File: config.mk
export PLATFORM = sky130hd
export DESIGN_NAME = pc_attack_engine
export DESIGN_NICKNAME = d
export VERILOG_FILES = /design/src/rtl/pc_attack_engine.sv
export SDC_FILE = /design/constraint.sdc
export NUM_CORES = 1
export LEC_CHECK = 0
export ABC_AREA = 1
export CAP_MARGIN = 25
export CORE_ASPECT_RATIO = 0.7
export CORE_UTILIZATION = 35
export CTS_CLUSTER_DIAMETER = 100
export DETAILED_ROUTE_END_ITERATION = 8
export PLACE_DENSITY_LB_ADDON = 0.3
export SETUP_SLACK_MARGIN = 0.2
export SLEW_MARGIN = 15
export SYNTH_ARGS = -nofsm -noshare
export SYNTH_HDL_FRONTEND = slang
export SYNTH_SLANG_ARGS = --single-unit
File: constraint.sdc
create_clock -name clk -period 3.23 [get_ports clk]
set_input_delay 0.323 -clock clk [delete_from_list [all_inputs] [get_ports clk]]
set_output_delay 0.323 -clock clk [all_outputs]
set_load 0.01 [all_outputs]
File: src/rtl/pc_attack_engine.sv
// PC attack engine: on each PC turn, picks a pseudo-random player cell,
// scans forward past already-attacked cells, then marks hit/miss and
// tracks how many player ship cells remain.
module pc_attack_engine #(
  parameter int          BOARD_W      = 5,
  parameter int          BOARD_H      = 5,
  parameter int          THINK_CYCLES = 4,
  parameter logic [7:0]  LFSR_SEED    = 8'hA5,
  localparam int         CELLS        = BOARD_W * BOARD_H,
  localparam int         AW           = $clog2(CELLS),
  localparam int         CW           = $clog2(CELLS + 1)
) (
  input  logic          clk,
  input  logic          rst,
  input  logic          setup_State,
  input  logic          pc_turn_State,
  input  logic [CW-1:0] ship_cells_total,
  output logic [AW-1:0] board_rd_addr,
  input  logic [1:0]    board_rd_data,
  output logic          board_wr_en,
  output logic [AW-1:0] board_wr_addr,
  output logic [1:0]    board_wr_data,
  output logic          pc_has_move,
  output logic          player_ships_zero,
  output logic          last_hit
);

  localparam int          TW   = (THINK_CYCLES > 1) ? $clog2(THINK_CYCLES) : 1;
  localparam logic [AW-1:0] LAST = AW'(CELLS - 1);

  typedef enum logic [2:0] {
    S_IDLE, S_THINK, S_READ, S_CHECK, S_WRITE, S_DONE, S_WAIT_EXIT
  } state_t;

  state_t          state_q, state_d;
  logic [TW-1:0]   timer_q, timer_d;
  logic [AW-1:0]   idx_q, idx_d;
  logic [AW-1:0]   probes_q, probes_d;
  logic [1:0]      data_q, data_d;
  logic            last_hit_q, last_hit_d;
  logic [CW-1:0]   remaining_q, remaining_d;
  logic            loaded_q, loaded_d;
  logic            zero_q;
  logic [7:0]      lfsr_q;
  logic            turn_q;

  logic            turn_rise;
  logic [AW-1:0]   raw_idx;
  logic [AW-1:0]   pick_idx;
  logic            wr_en;
  logic            move;

  assign turn_rise = pc_turn_State & ~turn_q;
  assign raw_idx   = lfsr_q[AW-1:0];
  // Single conditional subtract; the raw value never reaches 2*CELLS for these sizes.
  assign pick_idx  = (int'(raw_idx) >= CELLS) ? AW'(int'(raw_idx) - CELLS) : raw_idx;

  // Free-running Fibonacci LFSR (taps 8,6,5,4) and turn-flag edge history.
  always_ff @(posedge clk or negedge rst) begin
    if (!rst) begin
      lfsr_q <= LFSR_SEED;
      turn_q <= 1'b0;
    end else begin
      lfsr_q <= {lfsr_q[6:0], lfsr_q[7] ^ lfsr_q[5] ^ lfsr_q[4] ^ lfsr_q[3]};
      turn_q <= pc_turn_State;
    end
  end

  // State and datapath registers.
  always_ff @(posedge clk or negedge rst) begin
    if (!rst) begin
      state_q     <= S_IDLE;
      timer_q     <= '0;
      idx_q       <= '0;
      probes_q    <= '0;
      data_q      <= '0;
      last_hit_q  <= 1'b0;
      remaining_q <= '0;
      loaded_q    <= 1'b0;
      zero_q      <= 1'b0;
    end else begin
      state_q     <= state_d;
      timer_q     <= timer_d;
      idx_q       <= idx_d;
      probes_q    <= probes_d;
      data_q      <= data_d;
      last_hit_q  <= last_hit_d;
      remaining_q <= remaining_d;
      loaded_q    <= loaded_d;
      zero_q      <= loaded_d && (remaining_d == '0);
    end
  end

  // Move sequencer: think delay, probe/scan, single write, one-cycle done pulse.
  always_comb begin
    state_d    = state_q;
    timer_d    = timer_q;
    idx_d      = idx_q;
    probes_d   = probes_q;
    data_d     = data_q;
    last_hit_d = last_hit_q;
    wr_en      = 1'b0;
    move       = 1'b0;
    case (state_q)
      S_IDLE: begin
        if (turn_rise && !zero_q) begin
          state_d = S_THINK;
          timer_d = TW'(THINK_CYCLES - 1);
        end
      end
      S_THINK: begin
        if (timer_q == '0) begin
          idx_d    = pick_idx;
          probes_d = '0;
          state_d  = S_READ;
        end else begin
          timer_d = timer_q - 1'b1;
        end
      end
      S_READ: state_d = S_CHECK;
      S_CHECK: begin
        data_d = board_rd_data;
        if (board_rd_data[1]) begin
          idx_d    = (idx_q == LAST) ? '0 : idx_q + 1'b1;
          probes_d = probes_q + 1'b1;
          state_d  = (probes_q == LAST) ? S_DONE : S_READ;
        end else begin
          state_d = S_WRITE;
        end
      end
      S_WRITE: begin
        wr_en      = 1'b1;
        last_hit_d = (data_q == 2'b01);
        state_d    = S_DONE;
      end
      S_DONE: begin
        move    = 1'b1;
        state_d = S_WAIT_EXIT;
      end
      S_WAIT_EXIT: if (!pc_turn_State) state_d = S_IDLE;
      default: state_d = S_IDLE;
    endcase
    // A move in flight is abandoned when the turn ends; a write already strobed stands.
    if (!pc_turn_State &&
        (state_q inside {S_THINK, S_READ, S_CHECK, S_WRITE})) state_d = S_IDLE;
    if (setup_State) state_d = S_IDLE;
  end

  // Remaining ship-cell counter: reload during setup, saturating decrement on hit writes.
  always_comb begin
    remaining_d = remaining_q;
    loaded_d    = loaded_q;
    if (setup_State) begin
      remaining_d = ship_cells_total;
      loaded_d    = 1'b1;
    end else if (wr_en && (data_q == 2'b01) && (remaining_q != '0)) begin
      remaining_d = remaining_q - 1'b1;
    end
  end

  assign board_rd_addr     = idx_q;
  assign board_wr_en       = wr_en;
  assign board_wr_addr     = wr_en ? idx_q : '0;
  assign board_wr_data     = wr_en ? ((data_q == 2'b01) ? 2'b11 : 2'b10) : 2'b00;
  assign pc_has_move       = move;
  assign player_ships_zero = zero_q;
  assign last_hit          = last_hit_q;

endmodule
==> key figures <==
Status
  • Status: finished clean

Synth
  • EDFF count, synth: 0
  • Top_reg_cell synth: dfrtp_1
  • Largest family of logic cells by synthesized area: simple AND/OR/NAND/NOR gates
  • Yosys warning count: 0
  • Syn Area/Cell: 8.495 sq um
  • Post-synthesis compound-gate area fraction: 0.08850
  • Cells after Synth: 233
  • Sequential share of the synthesized area: 0.4324
  • Distinct cells, synth: 34
  • Syn_nets: 252
  • Post-synthesis xor/xnor area fraction: 0.03540
  • Synth Area in Simple Gates: 0.3072
  • Mapped Area: 1979 sq um
  • Synth Register Bits: 34
  • Async set-reset flop share out of synthesis: 1.000
  • Adder-Cell Fraction of Synth Area: 0.05057
  • Mux cell area share after synthesis: 0

Cells and area
  • Post-route cell area: 2385 sq um
  • Post-Layout Cell Count: 337
  • Area growth syn-to-layout: 20.48%
  • Nets: 283
  • ANT cells: 0
  • Share of cells above drive strength 1: 0.1396
  • Post-layout util: 0.4466

Timing
  • Fin Setup TNS: 0 ns
  • Slew headroom: 0.7135
  • Worst Skew: 0.008279 ns
  • RSZ-0062 raised after global routing: false
  • Post-layout min period: 2.186 ns
  • Final hold violation count: 0
  • Period Utilization, post-route: 0.6768
  • Final slew viol count: 0
  • Final worst slack: 1.044 ns
  • Final setup violation count: 0
  • Worst slew pin tran: 0.4298 ns
  • Fmax: 457.5 MHz

GRT
  • Grt ovf: 0
  • Largest net degree at the start of global routing: 35
  • Initial antenna violation count: 0
  • Vias in the first global route: 1401
  • Total Routing Usage GR: 0.1463
  • First-pass GRT wire length: 6.665 mm

Worst hold path
  • Hold EP: lfsr_q[7]$_DFF_PN1_
  • Hold Crit Start: lfsr_q[6]$_DFF_PN0_
  • HP Class: flip-flop to flip-flop
  • Hold depth: 0

CTS
  • Clk root buf: clkbuf_8
  • Reg clk slew, reported paths: 0.06 ns
  • Clk Latency, worst-skew pair: 0.29 ns
  • Maximum clock insertion buffer count: 2
  • Total number of H-tree levels: 2
  • CTS buffer count: 5
  • Post-CTS sizing: 0
  • CTS tree: done
  • # hold bufs at CTS: 0
  • Clock sinks: 34
  • Postcts setup bufs: 0

Place
  • I/O Buffers: 26
  • Dpl cells: 329
  • Final GP Congestion: 0.8382
  • Setup WS pre-CTS: 1.383 ns
  • Placement-stage cell area: 2305 sq um
  • Dpl hpwl: 2.903 mm

Drt
  • WL final: 3.838 mm
  • Vias per inst: 4.525
  • Avg WL per Cell: 11.39 microns
  • TritonRoute pass-1 iters: 4
  • Antenna viol nets, final: 0
  • Residual DRC: 0
  • Starting DRT DRC Count: 105
  • Vias: 1525

Critical path
  • Crit Path Category: flip-flop to output port
  • Crit path arrival time: 1.86 ns
  • Crit Path Max Fanout: 8
  • CP required: 2.91 ns
  • Worst R2R Path Depth: 10
  • R2R setup slack: 1.56 ns
  • Critical path launch point type: flip-flop
  • Reg2reg start: state_q[1]$_DFFE_PN0P_
  • FF-to-FF End: probes_q[4]$_DFFE_PN0P_
  • Crit. End Element: output port

Power
  • PD cells: 637.6 nW/um^2
  • Leakage: 1.156 nW
  • Maximum VDD drop: 0.2061 mV

Run
  • Max cap viols: 0

Floorplan
  • Chip height: 64.92 microns
  • Row cnt: 22
  • Core area: 5340 sq um
  • Ports: 27
  • Total die area: 5965 sq um
  • Die Width: 91.89 microns
  • Initial Utilization: 0.3707
==> worst max path at each step <==
stage	endpoint	cells past startpoint	slack [ns]	startpoint
after floorplan	board_rd_addr[1]$_DFFE_PN0P_	9	1.82	state_q[1]$_DFFE_PN0P_
after global placement	board_wr_data[0]	4	1.42	state_q[0]$_DFFE_PN0P_
after detailed placement	board_wr_addr[1]	4	1.38	state_q[0]$_DFFE_PN0P_
after CTS	board_wr_data[0]	4	1.04	state_q[0]$_DFFE_PN0P_
after global routing	board_wr_addr[1]	4	0.95	state_q[0]$_DFFE_PN0P_
final	board_wr_data[0]	4	1.04	state_q[0]$_DFFE_PN0P_
==> cell type report <==
type | instances | area, sq um
Fill cell | 544 | 2955
Multi-Input combinational cell | 160 | 953.4
Sequential cell | 34 | 855.8
Timing Repair Buffer | 27 | 267.8
Inverter | 36 | 137.6
Tap cell | 72 | 90.09
Clock buffer | 8 | 80.08
==> power breakdown <==
part,total [W],switching (W),internal (W)
Sequential,0.000629,0.000110,0.000519
Clock,0.000302,0.000149,0.000153
Combinational,0.000589,0.000331,0.000259
==> registers in the layout, indices dropped and copies added, names as in the netlist, 2 cells and up <==
name and cells:
data_q 2, probes_q 5, state_q 3, board_rd_addr 5, remaining_q 5, lfsr_q 8
timer_q 2
==> per-stage QoR <==
step | power (W) | hold slack [ns]
finish | 0.001520 | 0.3500
global route | 0.001647 | 0.3546
CTS | 0.001536 | 0.3530
detailed placement | 0.001227 | 0.3383
global placement | 0.001220 | 0.3343
floorplan | 0.001038 | 0.02741
==> layer usage <==
layer  GRT usage  up-vias  share of wire
met5           0        -              0
met4     0.06445        0          0.018
met3     0.03638        9          0.043
met2      0.2062       33           0.40
met1      0.2103      679           0.54
li1            -      804              -
==> Yosys cell counts (3+ instances only) <==
cell type  number  area share
dfstp_2         4       0.053
a21oi_1         4       0.010
o21ai_1         4       0.010
nand2_1        41       0.078
nor2_1         25       0.047
or2_2           3      0.0095
nand3_1        26       0.066
o21ai_0        11       0.028
dfrtp_1        30        0.38
nand2_2         3      0.0095
ha_1            8       0.051
xnor2_1         3       0.013
xor2_1          5       0.022
nand4_1         3      0.0095
inv_1          34       0.064
nand2_4         6       0.034
==> critical path, cell delays in order, from the launching register on <==
cell	delay, ns
dfrtp_1	0.49
nor2_2	0.23
nand2_4	0.13
nor2_4	0.16
clkdlybuf4s50_1	0.56
==> cells in the final DEF (no fill, tap or decap), drive strengths merged <==
| master | synthesis | final |
|---|---|---|
| or2 | 4 | 4 |
| o21ai | 15 | 15 |
| nor3 | 2 | 2 |
| xnor2 | 3 | 3 |
| nand4 | 4 | 4 |
| a21boi | 1 | 1 |
| dfrtp | 30 | 30 |
| inv | 36 | 36 |
| clkbuf | 1 | 8 |
| nand2 | 50 | 50 |
| dfstp | 4 | 4 |
| clkdlybuf4s50 | 0 | 26 |
| nand3 | 27 | 27 |
| a21oi | 6 | 6 |
| a22oi | 1 | 1 |
| o221ai | 2 | 2 |
| nor2 | 30 | 30 |
| ha | 8 | 8 |
| xor2 | 5 | 5 |
| a31oi | 2 | 2 |
| buf | 2 | 1 |
==> logic make-up (layout without fill, tap and decap cells) <==
kind of cell,after synthesis,after routing
flops,34,34
buf+inv,39,71
fa+ha+maj,8,8
xor+xnor,8,8
simple gates,117,117
compound gates,27,27
Note: power is estimated with default switching activity, not from simulation.
